File: src/rtl/jogo_memoria_pkg.sv
// Shared definitions for the parametrised memory-sequence game: state codes
// and indices into the configuration word.
package jogo_memoria_pkg;

  localparam logic [3:0] ST_INICIAL      = 4'h0;
  localparam logic [3:0] ST_PREPARACAO   = 4'h1;
  localparam logic [3:0] ST_MOSTRA_LED   = 4'h2;
  localparam logic [3:0] ST_MOSTRA_APAG  = 4'h3;
  localparam logic [3:0] ST_ESPERA       = 4'h4;
  localparam logic [3:0] ST_REGISTRA     = 4'h5;
  localparam logic [3:0] ST_COMPARA      = 4'h6;
  localparam logic [3:0] ST_PROXIMA      = 4'h7;
  localparam logic [3:0] ST_ADICIONA     = 4'h8;
  localparam logic [3:0] ST_REG_NOVA     = 4'h9;
  localparam logic [3:0] ST_GANHOU       = 4'hA;
  localparam logic [3:0] ST_PERDEU       = 4'hB;
  localparam logic [3:0] ST_TIMEOUT      = 4'hC;

  localparam int CFG_DEMO    = 0;
  localparam int CFG_TIMEOUT = 1;

endpackage

File: src/rtl/ram_sequencia.sv
// Sequence storage: one synchronous write port, one asynchronous read port.
// Contents are not reset so a preloaded sequence survives a game restart.
module ram_sequencia #(
  parameter int PROF     = 16,
  parameter int N_BOTOES = 4,
  localparam int AW      = $clog2(PROF)
) (
  input  logic                i_clock,
  input  logic                i_we,
  input  logic [AW-1:0]       i_end_w,
  input  logic [N_BOTOES-1:0] i_dado_w,
  input  logic [AW-1:0]       i_end_r,
  output logic [N_BOTOES-1:0] o_dado_r
);

  logic [N_BOTOES-1:0] r_mem [PROF];

  // Synchronous write of the single muxed port
  always_ff @(posedge i_clock) begin
    if (i_we) begin
      r_mem[i_end_w] <= i_dado_w;
    end
  end

  assign o_dado_r = r_mem[i_end_r];

endmodule

File: src/rtl/jogo_memoria_param.sv
// Memory-sequence game core: shows the stored sequence, checks the replay,
// appends one player move per round and reports win/lose/timeout and score.
module jogo_memoria_param
  import jogo_memoria_pkg::*;
#(
  parameter int N_BOTOES  = 4,
  parameter int PROF      = 16,
  parameter int LIM_DEMO  = 4,
  parameter int T_LED     = 500,
  parameter int T_APAGADO = 250,
  parameter int T_TIMEOUT = 3000,
  localparam int AW       = $clog2(PROF)
) (
  input  logic                clock,
  input  logic                reset,
  input  logic                jogar,
  input  logic [1:0]          configuracao,
  input  logic [N_BOTOES-1:0] botoes,
  input  logic                carga_we,
  input  logic [AW-1:0]       carga_end,
  input  logic [N_BOTOES-1:0] carga_dado,
  output logic [N_BOTOES-1:0] leds,
  output logic                ganhou,
  output logic                perdeu,
  output logic                timeout,
  output logic                pronto,
  output logic [AW:0]         rodada,
  output logic [3:0]          db_estado
);

  localparam int T_MAX = (T_LED > T_APAGADO) ?
                         ((T_LED > T_TIMEOUT) ? T_LED : T_TIMEOUT) :
                         ((T_APAGADO > T_TIMEOUT) ? T_APAGADO : T_TIMEOUT);
  localparam int TW = $clog2(T_MAX + 1);

  function automatic logic is_one_hot(input logic [N_BOTOES-1:0] v);
    return (v != '0) && ((v & (v - N_BOTOES'(1))) == '0);
  endfunction

  logic [3:0]          r_estado;
  logic [3:0]          w_prox;
  logic [AW-1:0]       r_end;
  logic [AW-1:0]       r_rod;
  logic [AW:0]         r_rodada;
  logic [AW:0]         r_lim;
  logic                r_timeout_en;
  logic [TW-1:0]       r_timer;
  logic [N_BOTOES-1:0] r_jogada;
  logic [N_BOTOES-1:0] r_botoes_q;

  logic                w_press;
  logic                w_expirou;
  logic                w_acerto;
  logic                w_ultima;
  logic                w_repouso;
  logic                w_we;
  logic [AW-1:0]       w_end_w;
  logic [N_BOTOES-1:0] w_dado_w;
  logic [N_BOTOES-1:0] w_mem_dado;

  ram_sequencia #(.PROF(PROF), .N_BOTOES(N_BOTOES)) u_ram (
    .i_clock  (clock),
    .i_we     (w_we),
    .i_end_w  (w_end_w),
    .i_dado_w (w_dado_w),
    .i_end_r  (r_end),
    .o_dado_r (w_mem_dado)
  );

  // Only rising edges count, so a button held across a state change is ignored
  assign w_press   = |(botoes & ~r_botoes_q);
  assign w_expirou = r_timeout_en && (r_timer == TW'(T_TIMEOUT - 1));
  assign w_acerto  = is_one_hot(r_jogada) && (r_jogada == w_mem_dado);
  assign w_ultima  = (({1'b0, r_rod} + (AW+1)'(1)) == r_lim);
  assign w_repouso = (r_estado == ST_INICIAL) || (r_estado == ST_GANHOU) ||
                     (r_estado == ST_PERDEU)  || (r_estado == ST_TIMEOUT);

  // State register
  always_ff @(posedge clock) begin
    if (reset) begin
      r_estado <= ST_INICIAL;
    end else begin
      r_estado <= w_prox;
    end
  end

  // Next-state logic
  always_comb begin
    w_prox = r_estado;
    case (r_estado)
      ST_INICIAL, ST_GANHOU, ST_PERDEU, ST_TIMEOUT: begin
        if (jogar) w_prox = ST_PREPARACAO;
        else       w_prox = r_estado;
      end
      ST_PREPARACAO: w_prox = ST_MOSTRA_LED;
      ST_MOSTRA_LED: begin
        if (r_timer == TW'(T_LED - 1)) w_prox = ST_MOSTRA_APAG;
        else                           w_prox = ST_MOSTRA_LED;
      end
      ST_MOSTRA_APAG: begin
        if (r_timer != TW'(T_APAGADO - 1)) w_prox = ST_MOSTRA_APAG;
        else if (r_end == r_rod)           w_prox = ST_ESPERA;
        else                               w_prox = ST_MOSTRA_LED;
      end
      ST_ESPERA: begin
        if (w_press)        w_prox = ST_REGISTRA;
        else if (w_expirou) w_prox = ST_TIMEOUT;
        else                w_prox = ST_ESPERA;
      end
      ST_REGISTRA: w_prox = ST_COMPARA;
      ST_COMPARA: begin
        if (!w_acerto)          w_prox = ST_PERDEU;
        else if (r_end != r_rod) w_prox = ST_ESPERA;
        else if (w_ultima)      w_prox = ST_GANHOU;
        else                    w_prox = ST_ADICIONA;
      end
      ST_ADICIONA: begin
        if (w_press)        w_prox = is_one_hot(botoes) ? ST_REG_NOVA : ST_PERDEU;
        else if (w_expirou) w_prox = ST_TIMEOUT;
        else                w_prox = ST_ADICIONA;
      end
      ST_REG_NOVA: w_prox = ST_MOSTRA_LED;
      ST_PROXIMA:  w_prox = ST_INICIAL;  // reserved code, never entered
      default:     w_prox = ST_INICIAL;
    endcase
  end

  // Datapath: timer, counters, config latch, captured move, button history
  always_ff @(posedge clock) begin
    if (reset) begin
      r_end        <= '0;
      r_rod        <= '0;
      r_rodada     <= '0;
      r_lim        <= '0;
      r_timeout_en <= 1'b0;
      r_timer      <= '0;
      r_jogada     <= '0;
      r_botoes_q   <= '0;
    end else begin
      r_botoes_q <= botoes;
      if (w_prox != r_estado)           r_timer <= '0;
      else if (r_timer != {TW{1'b1}})   r_timer <= r_timer + TW'(1);
      case (r_estado)
        ST_INICIAL, ST_GANHOU, ST_PERDEU, ST_TIMEOUT: begin
          if (jogar) begin
            r_timeout_en <= configuracao[CFG_TIMEOUT];
            r_lim <= configuracao[CFG_DEMO] ? (AW+1)'(LIM_DEMO) : (AW+1)'(PROF);
          end
        end
        ST_PREPARACAO: begin
          r_end    <= '0;
          r_rod    <= '0;
          r_rodada <= '0;
        end
        ST_MOSTRA_APAG: begin
          if (r_timer == TW'(T_APAGADO - 1)) begin
            r_end <= (r_end == r_rod) ? '0 : r_end + AW'(1);
          end
        end
        ST_ESPERA, ST_ADICIONA: begin
          if (w_press) r_jogada <= botoes;
        end
        ST_COMPARA: begin
          if (w_acerto) begin
            if (r_end != r_rod) r_end    <= r_end + AW'(1);
            else if (w_ultima)  r_rodada <= r_lim;
            else                r_rodada <= {1'b0, r_rod} + (AW+1)'(1);
          end
        end
        ST_REG_NOVA: begin
          r_rod <= r_rod + AW'(1);
          r_end <= '0;
        end
        default: ;
      endcase
    end
  end

  // RAM write port: appended move has priority, preload only while idle
  always_comb begin
    w_we     = 1'b0;
    w_end_w  = carga_end;
    w_dado_w = carga_dado;
    if (reset) begin
      w_we = 1'b0;
    end else if (r_estado == ST_REG_NOVA) begin
      w_we     = 1'b1;
      w_end_w  = r_rod + AW'(1);
      w_dado_w = r_jogada;
    end else if (carga_we && w_repouso) begin
      w_we = 1'b1;
    end else begin
      w_we = 1'b0;
    end
  end

  // Output decode
  always_comb begin
    leds = '0;
    case (r_estado)
      ST_MOSTRA_LED:          leds = w_mem_dado;
      ST_ESPERA, ST_ADICIONA: leds = botoes;
      default:                leds = '0;
    endcase
  end

  assign ganhou    = (r_estado == ST_GANHOU);
  assign perdeu    = (r_estado == ST_PERDEU) || (r_estado == ST_TIMEOUT);
  assign timeout   = (r_estado == ST_TIMEOUT);
  assign pronto    = w_repouso && (r_estado != ST_INICIAL);
  assign rodada    = r_rodada;
  assign db_estado = r_estado;

endmodule

File: config.mk
export PLATFORM = sky130hd
export DESIGN_NAME = jogo_memoria_param
export DESIGN_NICKNAME = d
export VERILOG_FILES = /design/src/rtl/jogo_memoria_pkg.sv /design/src/rtl/ram_sequencia.sv /design/src/rtl/jogo_memoria_param.sv
export SDC_FILE = /design/constraint.sdc
export NUM_CORES = 1
export LEC_CHECK = 0
export CAP_MARGIN = 25
export CORE_ASPECT_RATIO = 0.9
export CORE_MARGIN = 4
export CORE_UTILIZATION = 60
export DETAILED_ROUTE_END_ITERATION = 12
export MAX_ROUTING_LAYER = met4
export PLACE_DENSITY_LB_ADDON = 0.12
export SYNTH_ARGS = -nofsm -noshare
export SYNTH_HDL_FRONTEND = slang
export SYNTH_HIERARCHICAL = 1
export SYNTH_SLANG_ARGS = --single-unit
export TNS_END_PERCENT = 10
File: constraint.sdc
create_clock -name clock -period 6.8 [get_ports clock]
set_input_delay 1.36 -clock clock [delete_from_list [all_inputs] [get_ports clock]]
set_output_delay 1.36 -clock clock [all_outputs]
set_load 0.01 [all_outputs]
==> results.ini <==
[setup_path]
regToRegStartpoint=r_end[0]
startpoint_type=flip-flop
worstRegToRegCells=11
path_max_fanout=11
worst_r2r_endpoint=r_timer[1]
arrival_ps=3080
end_kind=output pin
path_class=reg -> out
r2r_setup_slack_ps=2840
required_ps=5440

[yosys]
synth-simple-area-share_pct=18.89
synth_top_family_by_area=simple AND/OR/NAND/NOR gates
ys_ff_latch=104
synthAdderAreaFrac_pct=0.9737
syn_inst=438
avgSynthCellArea_um2=11.74
synth_compound_area_share_pct=9.518
synth.distinct_cells=66
synth_edf_count=64
syn-num-nets=460
async_reset_ff_share_pct=0
synthXorXnorAreaFrac_pct=3.238
ys.flop_type=edfxtp_1
yosysSeqAreaShare_pct=52.97
yosysWarnings=6
syn_area_mm2=0.005140
synthMuxAreaShare_pct=11.85

[final_layout]
layout.nets=489
antenna_cells=0
area_growth_pct=11.98
drive_gt1_share_pct=9.534
fin_area_mm2=0.005756
fillers=610
stdcell_count=587

[global_route]
grt_pass1_wl_mm=18.78
antenna_found_initial=0
grt-ovfl-total=0
grt_max_degree=28
gr-usage-all-layers_pct=24.71
grt_pass1_vias=3600

[cts]
clk_pin_slew_ps=110
post_cts_buffers=0
cts_resized=0
cts_max_level=3
postCtsHoldBufs=0
cts_buffers=9
root_buffer=clkbuf_8
worst_skew_pair.late_latency_ps=380
clk_path_buf_depth=2
cts_num_sinks=104
cts_tree=yes

[drt]
wl_per_cell_um=19.59
wirelength_mm=11.50
dr.first_iter.drc_count=245
ant_nets=0
num_vias=3685
dr.pass1.iters=5
drc=0
avgViaCountPerCell=6.278

[sta]
maxSlewViolCount=0
finalSetupViolations=0
setup_tns_ps=0
worst_pin_slew_ps=943.1
relSlewSlack_pct=36.90
max_clock_freq_mhz=225.4
fin_crit_ps=4437
holdWs_ps=502.9
hold_violations=0
fin_skew_ps=10.85
fin_crit_sh_pct=65.24
rsz0062_at_grt=false

[hold_path]
hold_class=reg -> reg
min_to=rodada[1]
min_from=rodada[1]
hold-path-cell-count=2

[placed_design]
dp.cells=570
dpl.hpwl_mm=8.030
place_area_mm2=0.005528
port_buffers=34
globalplace.congestion=0.9171

[power_and_ir_drop]
p_per_area_mw_per_mm2=215.0
max-vdd-ir-drop_mv=0.1238
power.leakage_nw=1.868

[floorplanning]
dieArea_mm2=0.01011
top_level_ports=35
initial_core_util_pct=62.80
die_w_um=105.6
die_height_um=95.81
row_count=31
coreArea_mm2=0.008184

[status]
outcome=completed

[run]
maxCapViolations=0

## per-layer routing
| metal | global-route usage, % | wire length, um | up-vias |
|---|---|---|---|
| met4 | 7.443 | 178 | 0 |
| met5 | - | 0 | - |
| met1 | 34.13 | 5151 | 1783 |
| met2 | 37.42 | 5255 | 157 |
| li1 | - | - | 1727 |
| met3 | 5.097 | 916 | 18 |
## sequential cells by signal, summed over array words and instances, names as in the netlist
signal and cells:
r_rod 4, r_end 4, r_timer 12, db_estado 4, r_timeout_en 1, rodada 5
u_ram/r_mem 64, r_botoes_q 4, r_jogada 4, r_lim 2
## worst max-delay path, cell delays in order (launching register included)
cell and delay (ps):
dfxtp_1 660, buf_8 230, mux4_1 560, a22oi_1 290
nand3_1 190, a22oi_1 200, nor2_1 60, clkdlybuf4s50_1 510
## stage by stage
step                util [%]  total power (W)  setup slack (ps)
floorplan                  -        0.0008109              3426
global placement       67.48        0.0008485              2496
detailed placement     67.54        0.0008518              2389
CTS                    70.14         0.001238              2135
global route           70.33         0.001287              2166
finish                 70.33         0.001238              2363
## placed cells by master (no fill, tap or decap), types with 12 or more instances in the layout
master | synthesis | layout
a21oi_1 | 18 | 18
mux4_1 | 14 | 14
xor2_1 | 12 | 12
nor2_1 | 63 | 63
edfxtp_1 | 64 | 64
dfxtp_1 | 40 | 40
mux2i_1 | 14 | 14
nand3_1 | 18 | 18
clkdlybuf4s50_1 | 0 | 34
nand2_1 | 21 | 21
## cell families (layout without fill, tap and decap cells)
group           Yosys count  count (layout)
xor+xnor                 19              19
buf+inv                  25              59
flops                   104             104
compound gates           69              69
simple gates            182             182
mux                      35              35
fa+ha+maj                 4               4
## power breakdown
group | total, W | switching [W] | internal (W)
Combinational | 0.000147 | 0.0000778 | 0.0000691
Sequential | 0.000695 | 0.0000177 | 0.000677
Clock | 0.000396 | 0.000244 | 0.000151
Total | 0.00124 | 0.000340 | 0.000898
## cell usage after synthesis, drive strengths merged, types with 3 or more instances
library cell | count | area, um2
nor2 | 72 | 292.8
edfxtp | 64 | 1922
dfxtp | 40 | 800.8
nand2 | 21 | 78.83
a21oi | 19 | 98.85
nand3 | 18 | 90.09
mux4 | 16 | 412.9
mux2i | 14 | 140.1
xor2 | 12 | 105.1
buf | 10 | 73.82
nor3 | 10 | 55.05
a22oi | 9 | 67.56
clkbuf | 9 | 35.03
nand2b | 9 | 56.30
nor4 | 9 | 62.56
a211oi | 8 | 65.06
nor2b | 8 | 50.05
o21ai | 8 | 43.79
xnor2 | 7 | 61.31
inv | 6 | 22.52
a31oi | 5 | 31.28
and2 | 5 | 31.28
mux2 | 5 | 56.30
ha | 4 | 50.05
nand3b | 4 | 30.03
o2111ai | 4 | 35.03
nand4 | 3 | 18.77
## worst max path at each step
stage	to	start	slack [ps]
global placement	u_ram/r_mem[11][1]	reset	2500
CTS	leds[3]	r_end[0]	2140
global route	leds[2]	r_end[0]	2170
detailed placement	u_ram/r_mem[11][0]	reset	2390
floorplan	u_ram/r_mem[0][0]	reset	3430
finish	leds[0]	r_end[0]	2360
## layout make-up
type / count / area, um2 / area share (%)
Sequential cell: 104 / 2723 / 47.30
Multi-Input combinational cell: 309 / 2286 / 39.72
Clock inverter: 7 / 88.84 / 1.543
Timing Repair Buffer: 37 / 367.9 / 6.391
Tap cell: 115 / 143.9 / 2.500
Clock buffer: 9 / 123.9 / 2.152
Inverter: 6 / 22.52 / 0.3913
No activity file was read; power rests on OpenSTA's default activity.
